`src/rtl/tdt_dtm_pkg.sv`:
```
// rtl/tdt_dtm_pkg.sv - shared TAP state encoding, IR codes and IDCODE default
package tdt_dtm_pkg;

    localparam int          DTM_IR_W       = 5;
    localparam logic [4:0]  DTM_IR_IDCODE  = 5'h01;
    localparam logic [4:0]  DTM_IR_DTMCS   = 5'h10;
    localparam logic [4:0]  DTM_IR_DMI     = 5'h11;
    localparam logic [31:0] DTM_IDCODE_VAL = 32'h1000_0B6D;

    typedef enum logic [3:0] {
        TLR    = 4'd0,
        RTI    = 4'd1,
        SEL_DR = 4'd2,
        CAP_DR = 4'd3,
        SH_DR  = 4'd4,
        EX1_DR = 4'd5,
        PAU_DR = 4'd6,
        EX2_DR = 4'd7,
        UPD_DR = 4'd8,
        SEL_IR = 4'd9,
        CAP_IR = 4'd10,
        SH_IR  = 4'd11,
        EX1_IR = 4'd12,
        PAU_IR = 4'd13,
        EX2_IR = 4'd14,
        UPD_IR = 4'd15
    } tap_state_e;

endpackage

```
`src/rtl/tdt_dtm_tap_fsm.sv`:
```
// rtl/tdt_dtm_tap_fsm.sv - 16-state 1149.1 TAP state machine
module tdt_dtm_tap_fsm
    import tdt_dtm_pkg::*;
(
    input  logic       clk_i,
    input  logic       rst_b_i,
    input  logic       tap_en_i,
    input  logic       tms_i,
    output logic [3:0] state_o,
    output logic [3:0] state_d_o
);

    tap_state_e state_q, state_d;

    always_ff @(posedge clk_i) begin
        if (!rst_b_i) begin
            state_q <= TLR;
        end else begin
            state_q <= state_d;
        end
    end

    always_comb begin
        state_d = state_q;
        if (!tap_en_i) begin
            state_d = TLR;
        end else begin
            case (state_q)
                TLR:    state_d = tms_i ? TLR    : RTI;
                RTI:    state_d = tms_i ? SEL_DR : RTI;
                SEL_DR: state_d = tms_i ? SEL_IR : CAP_DR;
                CAP_DR: state_d = tms_i ? EX1_DR : SH_DR;
                SH_DR:  state_d = tms_i ? EX1_DR : SH_DR;
                EX1_DR: state_d = tms_i ? UPD_DR : PAU_DR;
                PAU_DR: state_d = tms_i ? EX2_DR : PAU_DR;
                EX2_DR: state_d = tms_i ? UPD_DR : SH_DR;
                UPD_DR: state_d = tms_i ? SEL_DR : RTI;
                SEL_IR: state_d = tms_i ? TLR    : CAP_IR;
                CAP_IR: state_d = tms_i ? EX1_IR : SH_IR;
                SH_IR:  state_d = tms_i ? EX1_IR : SH_IR;
                EX1_IR: state_d = tms_i ? UPD_IR : PAU_IR;
                PAU_IR: state_d = tms_i ? EX2_IR : PAU_IR;
                EX2_IR: state_d = tms_i ? UPD_IR : SH_IR;
                UPD_IR: state_d = tms_i ? SEL_DR : RTI;
                default: state_d = TLR;
            endcase
        end
    end

    assign state_o   = state_q;
    assign state_d_o = state_d;

endmodule

```
`src/rtl/tdt_dtm_tap_ctrl.sv`:
```
// rtl/tdt_dtm_tap_ctrl.sv - JTAG TAP controller with IR, IDCODE/BYPASS DRs and TDO mux
module tdt_dtm_tap_ctrl
    import tdt_dtm_pkg::*;
#(
    parameter int              IR_W       = DTM_IR_W,
    parameter logic [31:0]     IDCODE_VAL = DTM_IDCODE_VAL,
    parameter logic [IR_W-1:0] IR_IDCODE  = DTM_IR_IDCODE,
    parameter logic [IR_W-1:0] IR_DTMCS   = DTM_IR_DTMCS,
    parameter logic [IR_W-1:0] IR_DMI     = DTM_IR_DMI
) (
    input  logic            pad_dtm_tclk,
    input  logic            pad_dtm_trst_b,
    input  logic            io_ctrl_tap_en,
    input  logic            pad_dtm_tms_i,
    input  logic            io_chain_tdi,
    input  logic            ext_dr_tdo,
    output logic            chain_io_tdo,
    output logic            ctrl_io_tdo_en,
    output logic [IR_W-1:0] tap_ir,
    output logic [3:0]      tap_state,
    output logic            tap_capture_dr,
    output logic            tap_shift_dr,
    output logic            tap_update_dr
);

    logic [3:0]      state, state_nx;
    logic [IR_W-1:0] ir_sh_q, ir_sh_d;
    logic [IR_W-1:0] tap_ir_q, tap_ir_d;
    logic [31:0]     idcode_q, idcode_d;
    logic            bypass_q, bypass_d;
    logic            sel_idcode, sel_ext, ext_act;

    tdt_dtm_tap_fsm u_fsm (
        .clk_i     (pad_dtm_tclk),
        .rst_b_i   (pad_dtm_trst_b),
        .tap_en_i  (io_ctrl_tap_en),
        .tms_i     (pad_dtm_tms_i),
        .state_o   (state),
        .state_d_o (state_nx)
    );

    assign sel_idcode = (tap_ir_q == IR_IDCODE);
    assign sel_ext    = (tap_ir_q == IR_DTMCS) || (tap_ir_q == IR_DMI);
    assign ext_act    = io_ctrl_tap_en && sel_ext;

    always_comb begin
        ir_sh_d  = ir_sh_q;
        tap_ir_d = tap_ir_q;
        idcode_d = idcode_q;
        bypass_d = bypass_q;
        if (io_ctrl_tap_en) begin
            case (state)
                CAP_IR: ir_sh_d  = {{(IR_W-2){1'b0}}, 2'b01};
                SH_IR:  ir_sh_d  = {io_chain_tdi, ir_sh_q[IR_W-1:1]};
                UPD_IR: tap_ir_d = ir_sh_q;
                CAP_DR: begin
                    idcode_d = IDCODE_VAL;
                    bypass_d = 1'b0;
                end
                SH_DR: begin
                    if (sel_idcode) begin
                        idcode_d = {io_chain_tdi, idcode_q[31:1]};
                    end else if (!sel_ext) begin
                        bypass_d = io_chain_tdi;
                    end
                end
                default: ;
            endcase
        end
        // Keyed on the next state so tap_ir already reads IDCODE on arrival in TLR.
        if (state_nx == TLR) begin
            tap_ir_d = IR_IDCODE;
        end
    end

    always_ff @(posedge pad_dtm_tclk) begin
        if (!pad_dtm_trst_b) begin
            ir_sh_q  <= '0;
            tap_ir_q <= IR_IDCODE;
            idcode_q <= '0;
            bypass_q <= 1'b0;
        end else begin
            ir_sh_q  <= ir_sh_d;
            tap_ir_q <= tap_ir_d;
            idcode_q <= idcode_d;
            bypass_q <= bypass_d;
        end
    end

    always_comb begin
        chain_io_tdo = 1'b0;
        if (state == SH_IR) begin
            chain_io_tdo = ir_sh_q[0];
        end else if (state == SH_DR) begin
            if (sel_ext) begin
                chain_io_tdo = ext_dr_tdo;
            end else if (sel_idcode) begin
                chain_io_tdo = idcode_q[0];
            end else begin
                chain_io_tdo = bypass_q;
            end
        end
    end

    assign ctrl_io_tdo_en = (state == SH_IR) || (state == SH_DR);
    assign tap_capture_dr = ext_act && (state == CAP_DR);
    assign tap_shift_dr   = ext_act && (state == SH_DR);
    assign tap_update_dr  = ext_act && (state == UPD_DR);
    assign tap_ir         = tap_ir_q;
    assign tap_state      = state;

endmodule

```
`config.mk`:
```
export PLATFORM = sky130hd
export DESIGN_NAME = tdt_dtm_tap_ctrl
export DESIGN_NICKNAME = d
export VERILOG_FILES = /design/src/rtl/tdt_dtm_pkg.sv /design/src/rtl/tdt_dtm_tap_fsm.sv /design/src/rtl/tdt_dtm_tap_ctrl.sv
export SDC_FILE = /design/constraint.sdc
export NUM_CORES = 1
export LEC_CHECK = 0
export CAP_MARGIN = 20
export CORE_MARGIN = 1
export CORE_UTILIZATION = 56
export CTS_CLUSTER_SIZE = 8
export DETAILED_ROUTE_END_ITERATION = 10
export PLACE_DENSITY = 0.84
export SLEW_MARGIN = 0
export SYNTH_ARGS = -nofsm -noshare
export SYNTH_HDL_FRONTEND = slang
export SYNTH_SLANG_ARGS = --single-unit
```
`constraint.sdc`:
```
create_clock -name pad_dtm_tclk -period 1.8 [get_ports pad_dtm_tclk]
set_clock_uncertainty 0.05 [all_clocks]
set_input_delay 0.18 -clock pad_dtm_tclk [delete_from_list [all_inputs] [get_ports pad_dtm_tclk]]
set_output_delay 0.18 -clock pad_dtm_tclk [all_outputs]
set_load 0.05 [all_outputs]
```
### Word level (Yosys, flattened, before mapping)

Index checks and enable logic that the tools add are counted.

* flip-flop bits (word level): 47
* output and inout port bits: 14
* word-level logic and storage cells: 69

* eq/ne operators: 21
* muxes and demuxes: 24
* bitwise logic cells: 1
* reduce and logical (&&, ||, !) cells: 18

Operators with widths (count)
* $pmux 32 s2: 1
* $pmux 4 s12: 1
* $eq 4x4->1 const B: 8
* $mux 32: 1
* $mux 4: 5
* $eq 4x3->1 const B: 4
* $eq 5x5->1 const B: 2
* $pmux 5 s2: 1
* $mux 1: 9
* $eq 4x2->1 const B: 2
* $logic_not 4->1: 2
* $mux 2: 3
* $mux 3: 2
* $ne 2x2->1 const B: 3
* $reduce_or 2->1: 3
* $eq 5x1->1 const B: 1
* $eq 4x1->1 const B: 1
* $logic_and 1x1->1: 4
* $reduce_and 2->1: 2
* $reduce_and 4->1: 1
* $reduce_bool 2->1: 2
* $reduce_and 3->1: 1
* $reduce_or 3->1: 1
* $logic_or 1x1->1: 2
* 2 further kinds: 2

### Logic depth before layout (Yosys ltp)

Gate-level depths: netlist (run 1).

* word-level depth: 6
* mapped depth: 7
* gate-level depth less buffers: 4

### By module

Synthesis (run 1) repeated with hierarchy kept, for this count alone.

* cell total of the unflattened synthesis: 221
* area total of the unflattened synthesis: 2028.2 sq um

By module, submodules not included
* tdt_dtm_tap_ctrl: times used 1, cells each 174, area each 1641.6 sq um, seq. area each 860.8 sq um
* tdt_dtm_tap_fsm: times used 1, cells each 47, area each 386.6 sq um, seq. area each 80.1 sq um

### Least setup slack after synthesis (run 1)

Ideal clock, no wire load.

* path type: register to output
* from: reg u_fsm.state_q[0], in the netlist u_fsm.state_o[0]
* to: out tap_capture_dr
* arrival: 2.717 ns
* setup slack: -1.147 ns
* cell stages (with the launch flop): 4
* path buffers: 1
* cell sequence: dfxtp_1 -> clkbuf_1 -> nand2_1 -> nor4_1

* word-level cells in the longest chain between the ends: 2

Ends and longest elaborated chain
* start, declared: RTL line tdt_dtm_tap_fsm.sv:13 `tap_state_e state_q, state_d;`
* start signal, assigned: RTL line tdt_dtm_tap_fsm.sv:19 `state_q <= state_d;`
* $eq 4x2->1: RTL line tdt_dtm_tap_ctrl.sv:106 `assign tap_capture_dr = ext_act && (state == CAP_DR);`
* $logic_and 1x1->1: RTL line tdt_dtm_tap_ctrl.sv:106
* end, declared: RTL line tdt_dtm_tap_ctrl.sv:21 `output logic tap_capture_dr,`

Every way passes these cells.

### Worst setup path in the final report (run 1)

* from: reg tap_ir_q[2], in the netlist tap_ir[2]
* to: out chain_io_tdo

* word-level cells in the longest chain between the ends: 5
* elaborated cells between the ends (all ways): 8
* classes of those cells: eq/ne: 3; mux: 4; reduce/logical: 1

Ends and longest elaborated chain
* start, declared: RTL line tdt_dtm_tap_ctrl.sv:28 `logic [IR_W-1:0] tap_ir_q, tap_ir_d;`
* start signal, assigned: RTL line tdt_dtm_tap_ctrl.sv:84 `tap_ir_q <= tap_ir_d;`
* $eq 5x1->1 / $eq 5x5->1 (equally long branches): RTL line tdt_dtm_tap_ctrl.sv:42, tdt_dtm_tap_ctrl.sv:43
* $mux 1 / $logic_or 1x1->1 (equally long branches): RTL line tdt_dtm_tap_ctrl.sv:97, tdt_dtm_tap_ctrl.sv:43
* $mux 1 *: RTL line tdt_dtm_tap_ctrl.sv:95 `if (sel_ext) begin`
* $mux 1 *: RTL line tdt_dtm_tap_ctrl.sv:94 `end else if (state == SH_DR) begin`
* $mux 1 *: RTL line tdt_dtm_tap_ctrl.sv:92 `if (state == SH_IR) begin`
* end, declared: RTL line tdt_dtm_tap_ctrl.sv:17 `output logic chain_io_tdo,`

Mark *: on every way between the ends. The rest lies on a longest branch, timed or not.

==> results of run 1 <==
worst max-delay path: stages, from the launching register on:
cell,delay (ps)
dfxtp_4,360
nor3_4,180
buf_6,150
nand2_1,60
o21ai_1,250
o21ai_4,110
buf_12,150
through the flow:
stage	utilization, %	power, mW	hold slack, ps	cells	instance area [sq um]
2_1_floorplan	-	1.135	266.0	263	2185
3_3_place_gp	67.74	1.172	386.6	321	2480
3_5_place_dp	67.74	1.172	393.1	321	2480
4_1_cts	71.50	1.823	405.0	333	2618
5_1_grt	73.65	1.873	417.6	337	2696
6_report	73.65	1.814	400.8	337	2696
flip-flops by register name (all words and copies together), names as in the netlist:
register and count:
idcode_q 32, ir_sh_q 5, tap_ir 5, u_fsm.state_o 4, bypass_q 1
power by group through the flow:
stage	Clock (mW)	Combinational, mW	Sequential, mW
finish	0.669	0.101	1.04
global route	0.718	0.110	1.05
CTS	0.674	0.0983	1.05
detailed placement	0	0.0971	1.08
global placement	0	0.0964	1.08
floorplan	0	0.0552	1.08
routing by layer:
metal  share of wire [%]  vias up
met5                   0        -
met4                 4.5        0
met3                 4.9       21
met2                  48       60
met1                  42      914
li1                    -      969
worst paths after layout:
kind,to,slack [ps],depth (start not counted)
worst min register to register,idcode_q[18],400,2
worst max-delay path,chain_io_tdo,8,6
worst max register to register,idcode_q[0],90,7
worst min-delay path,idcode_q[18],400,2
kinds of logic after synthesis:
family | share of synthesized area (%)
XOR/XNOR | 0.8232
AO/OA/AOI/OAI | 15.93
AND/OR/NAND/NOR | 32.16
flip-flops | 44.21
buffers and inverters | 6.878
final cells by class:
cell class                      instances  area, sq um
Timing Repair Buffer                   40        451.7
Clock buffer                            7        86.33
Fill cell                             244        964.7
Inverter                                3        11.26
Multi-Input combinational cell        191         1115
Sequential cell                        47        963.4
Tap cell                               48        60.06
Clock inverter                          1        8.758
cell usage in the layout, fill, tap and decap left out, types with 2 or more instances in the layout:
cell / netlist / layout
dfxtp_1: 47 / 39
nand2_1: 37 / 36
a21oi_1: 34 / 33
nand3_1: 27 / 26
buf_4: 1 / 22
nor2_1: 20 / 20
nor3_1: 14 / 14
buf_12: 0 / 9
nor3_2: 9 / 8
o21ai_0: 10 / 8
clkdlybuf4s50_1: 0 / 7
clkbuf_8: 0 / 6
dfxtp_4: 0 / 5
nand2b_1: 5 / 4
inv_1: 3 / 3
a22oi_1: 4 / 3
dfxtp_2: 0 / 3
nand3_2: 1 / 2
nor4_4: 0 / 2
and4_4: 0 / 2
a21o_1: 2 / 2
nand4_1: 2 / 2
or3_1: 2 / 2
nor2b_1: 3 / 2
a31oi_1: 2 / 2
repair_timing:
| item | CTS | global route |
|---|---|---|
| buffers inserted | 4 | 3 |
| hold endpoints to repair | 0 | 0 |
| endpoints found under the setup margin | 4 | 11 |
| gates resized for setup | 4 | 13 |
| pin swaps | 3 | 3 |
| gates cloned | 0 | 1 |
==> impl_metrics.env, run 1 <==
export IMPL_synth_cell_types=38
export IMPL_start_util_pct=58.13
export IMPL_clk_pin_slew_ps=90
export IMPL_synth_top_area_share_pct=44.21
export IMPL_ctsHoldBuffers=0
export IMPL_wl_um=4953
export IMPL_drv_slew=0
export IMPL_layout_drive_gt1_share_pct=24.91
export IMPL_cts_htree_levels=2
export IMPL_cp_arrival_ps=1560
export IMPL_clkPwrFrac_pct=36.9
export IMPL_hold_start="idcode_q[19]"
export IMPL_grt_remaining_overflow=0
export IMPL_timing_fmax_mhz=557.9
export IMPL_switching_share_pct=23.18
export IMPL_clkSinkCount=47
export IMPL_clock_latency_ps=300
export IMPL_async_flop_share_pct=0
export IMPL_ir_worst_vdd_uv=693.3
export IMPL_internal_power_mw=1.394
export IMPL_hold_violations=0
export IMPL_rows=22
export IMPL_cts_path_max_buffers=2
export IMPL_core_area_sq_um=3661
export IMPL_tightest_slew_ps=510.8
export IMPL_vias_per_cell=5.828
export IMPL_firstDrtPassIters=5
export IMPL_leakage_nw=0.9748
export IMPL_vias=1964
export IMPL_relSlewSlack_pct=65.84
export IMPL_yosys_warnings=0
export IMPL_cts_tree="yes"
export IMPL_hold_path_class="flip-flop to flip-flop"
export IMPL_io_pins=20
export IMPL_setup_violations=0
export IMPL_synthTopCellsByArea="dfxtp_1, a21oi_1, nand2_1"
export IMPL_fp_dieH_um=63.65
export IMPL_place_gp_congestion=0.8619
export IMPL_synth_top_flop_cell="dfxtp_1"
export IMPL_post_route_period_util_pct=99.57
export IMPL_grt_setup_unrepaired="true"
export IMPL_grt_pass1_wl_um=8183
export IMPL_antenna_found_initial=0
export IMPL_p_comb_share_pct=5.5
export IMPL_grt_pass1_vias=1862
export IMPL_switching_power_uw=420.6
export IMPL_syn_to_final_growth_pct=26.69
export IMPL_grt_util_all_layers_pct=26.00
export IMPL_ys_ff_latch=47
export IMPL_top_usage_layer="met2"
export IMPL_cts_made_buffers=5
export IMPL_synth_edf_count=0
export IMPL_post_route_min_period_ps=1792
export IMPL_wl_per_cell_um=14.70
export IMPL_pre_cts_ws_ps=36.44
export IMPL_route_detailed_drc=0
export IMPL_worstSetupStartpointType="flip-flop"
export IMPL_critical_path_required_ps=1570
export IMPL_yosysTopAreaCell="dfxtp_1"
export IMPL_die_w_um=63.65
export IMPL_powerDensity_nw_per_um2=672.9
export IMPL_setup_worst_path_end_class="output port"
export IMPL_synthCells=263
export IMPL_cp_startpoint="tap_ir[2]"
export IMPL_ys_seq_area_share_pct=44.21
export IMPL_cp_max_fo=7
export IMPL_ant_nets=0
export IMPL_crit_type="flip-flop to output port"
export IMPL_die_area_sq_um=4051
export IMPL_r2r_start="u_fsm.state_o[0]"
export IMPL_worst_slack_ps=7.660
export IMPL_drt_initial_drc_count=157
export IMPL_sequentialPowerShare_pct=57.6
export IMPL_syn_area_sq_um=2128
export IMPL_antenna_cells=0
export IMPL_cap_violations=0
export IMPL_avgSynthCellArea_sq_um=8.092
export IMPL_fin_setup_tns_ps=0
export IMPL_yosysMostFrequentCell="dfxtp_1"
export IMPL_cts_root_buf="clkbuf_8"
export IMPL_outcome="finished, final reports clean"
export IMPL_dpl_hpwl_um=2887
export IMPL_synthesis_nets=269
export IMPL_io_buffers=19
export IMPL_fin_nets=294
export IMPL_gr_usage_met3_pct=7.065
export IMPL_synth_common_cells="dfxtp_1, nand2_1, a21oi_1"
export IMPL_met2_usage_pct=42.82
export IMPL_grt_max_degree=39
export IMPL_met1_usage_pct=30.53
No activity file was read; power rests on OpenSTA's default activity.
==> run 2, diff against run 1 <==
--- a/config.mk
+++ b/config.mk
@@ -6,11 +6,12 @@
 export NUM_CORES = 1
 export LEC_CHECK = 0
 export CAP_MARGIN = 20
-export CORE_MARGIN = 1
-export CORE_UTILIZATION = 56
+export CORE_MARGIN = 2
+export CORE_UTILIZATION = 55
+export CTS_BUF_LIST = sky130_fd_sc_hd__clkbuf_2 sky130_fd_sc_hd__clkbuf_4 sky130_fd_sc_hd__clkbuf_8
 export CTS_CLUSTER_SIZE = 8
 export DETAILED_ROUTE_END_ITERATION = 10
-export PLACE_DENSITY = 0.84
+export PLACE_DENSITY = 0.83
 export SLEW_MARGIN = 0
 export SYNTH_ARGS = -nofsm -noshare
 export SYNTH_HDL_FRONTEND = slang
==> impl_metrics.env, run 2 (synthesized netlist as in run 1, its figures left out) <==
export IMPL_cts_path_max_buffers=2
export IMPL_fin_setup_tns_ps=0
export IMPL_cts_htree_levels=2
export IMPL_ctsHoldBuffers=0
export IMPL_io_pins=20
export IMPL_hold_violations=0
export IMPL_wl_um=4432
export IMPL_setup_violations=0
export IMPL_ant_nets=0
export IMPL_fp_dieH_um=66.21
export IMPL_route_detailed_drc=0
export IMPL_final_common_cell="dfxtp_1"
export IMPL_outcome="finished, final reports clean"
export IMPL_io_buffers=19
export IMPL_switching_power_uw=415.3
export IMPL_cp_arrival_ps=1550
export IMPL_antenna_found_initial=0
export IMPL_tightest_slew_ps=506.4
export IMPL_cts_root_buf="clkbuf_8"
export IMPL_internal_power_mw=1.431
export IMPL_crit_slowest_cell="dfxtp_2"
export IMPL_cp_startpoint="tap_ir[2]"
export IMPL_crit_type="flip-flop to output port"
export IMPL_grt_util_all_layers_pct=22.75
export IMPL_cts_tree="yes"
export IMPL_drt_initial_drc_count=156
export IMPL_grt_max_degree=39
export IMPL_place_gp_congestion=0.7922
export IMPL_p_comb_share_pct=5.4
export IMPL_worstSetupStartpointType="flip-flop"
export IMPL_hold_start="idcode_q[17]"
export IMPL_post_route_period_util_pct=98.78
export IMPL_relSlewSlack_pct=66.14
export IMPL_worst_slack_ps=21.91
export IMPL_largest_reg_flops=32
export IMPL_clkPwrFrac_pct=37.9
export IMPL_start_util_pct=57.70
export IMPL_clkSinkCount=47
export IMPL_firstDrtPassIters=4
export IMPL_dpl_hpwl_um=2899
export IMPL_grt_pass1_wl_um=7596
export IMPL_drv_slew=0
export IMPL_layout_drive_gt1_share_pct=22.61
export IMPL_post_route_min_period_ps=1778
export IMPL_finalPower_mw=1.846
export IMPL_clock_latency_ps=310
export IMPL_r2r_start="u_fsm.state_o[0]"
export IMPL_vias=1885
export IMPL_vias_per_cell=5.695
export IMPL_fill_cells=274
export IMPL_place_area_sq_um=2475
export IMPL_final_cell_mix="dfxtp_1, nand2_1, a21oi_1, nand3_1, nor2_1"
export IMPL_final_util_pct=70.93
export IMPL_pre_cts_ws_ps=105.3
export IMPL_cts_made_buffers=5
export IMPL_die_w_um=66.21
export IMPL_cp_cell_sequence="nor3_4, buf_6, nand2_2, a22oi_2, o21ai_4, buf_12"
export IMPL_antenna_cells=0
export IMPL_grt_setup_unrepaired="true"
export IMPL_top_register="idcode_q"
export IMPL_fin_nets=288
export IMPL_setup_worst_path_end_class="output port"
export IMPL_cpPeakStageDelay_ps=350
export IMPL_cp_max_fo=8
export IMPL_sequentialPowerShare_pct=56.8
export IMPL_leakage_nw=0.9391
export IMPL_wl_per_cell_um=13.39
export IMPL_cap_violations=0
export IMPL_ir_worst_vdd_uv=509.7
export IMPL_design_area_sq_um=2616
export IMPL_critical_path_required_ps=1570
export IMPL_powerDensity_nw_per_um2=705.7
export IMPL_hold_path_class="flip-flop to flip-flop"
export IMPL_rows=22
export IMPL_die_area_sq_um=4383
export IMPL_core_area_sq_um=3689
export IMPL_grt_pass1_vias=1705
export IMPL_grt_remaining_overflow=0
export IMPL_clk_pin_slew_ps=80
export IMPL_timing_fmax_mhz=562.4
export IMPL_syn_to_final_growth_pct=22.93
export IMPL_switching_share_pct=22.49
-- run 2: timing repair --
action | in CTS | in global routing
pin swaps | 2 | 5
endpoints found under the setup margin | 4 | 3
resized for setup | 3 | 8
setup buffers | 1 | 0
-- run 2: final timing paths --
path / end / slack (ps) / cells past startpoint
setup reg to reg: idcode_q[0] / 130 / 6
hold reg to reg: idcode_q[16] / 400 / 2
hold / removal: idcode_q[16] / 400 / 2
setup / recovery: chain_io_tdo / 20 / 6
-- run 2: power by group through the flow --
stage                     logic [mW]  clock network (mW)  registers (mW)
after floorplan               0.0552                   0            1.08
after global placement        0.0968                   0            1.07
after detailed placement      0.0975                   0            1.07
after CTS                     0.0979               0.711            1.05
after global routing           0.108               0.751            1.05
final                         0.0993               0.699            1.05
-- run 2: worst max-delay path, delay by kind of cell (launching register included) --
kind / cells / cell delay (ps)
AO/OA/AOI/OAI: 2 / 310
buffers and inverters: 2 / 310
AND/OR/NAND/NOR: 2 / 280
flip-flops: 1 / 350
-- run 2: routing by layer --
metal,wire [um],share of wire (%),track usage (%)
met5,0,0,0
met4,81,1.8,7.908
met3,196,4.4,6.814
met2,2111,48,37.00
met1,2043,46,28.53
-- run 2: per-stage QoR --
step / hold slack [ps] / cells
2_1_floorplan: 266.0 / 263
3_3_place_gp: 384.9 / 322
3_5_place_dp: 394.2 / 322
4_1_cts: 407.3 / 331
5_1_grt: 425.3 / 331
6_report: 404.7 / 331
-- run 2: cell type report --
class / count / area, sq um / area share [%]
Multi-Input combinational cell: 191 / 1105 / 42.23
Sequential cell: 47 / 955.9 / 36.54
Timing Repair Buffer: 34 / 380.4 / 14.54
Clock buffer: 7 / 96.34 / 3.682
Tap cell: 48 / 60.06 / 2.296
Inverter: 3 / 11.26 / 0.4304
Clock inverter: 1 / 7.507 / 0.2869
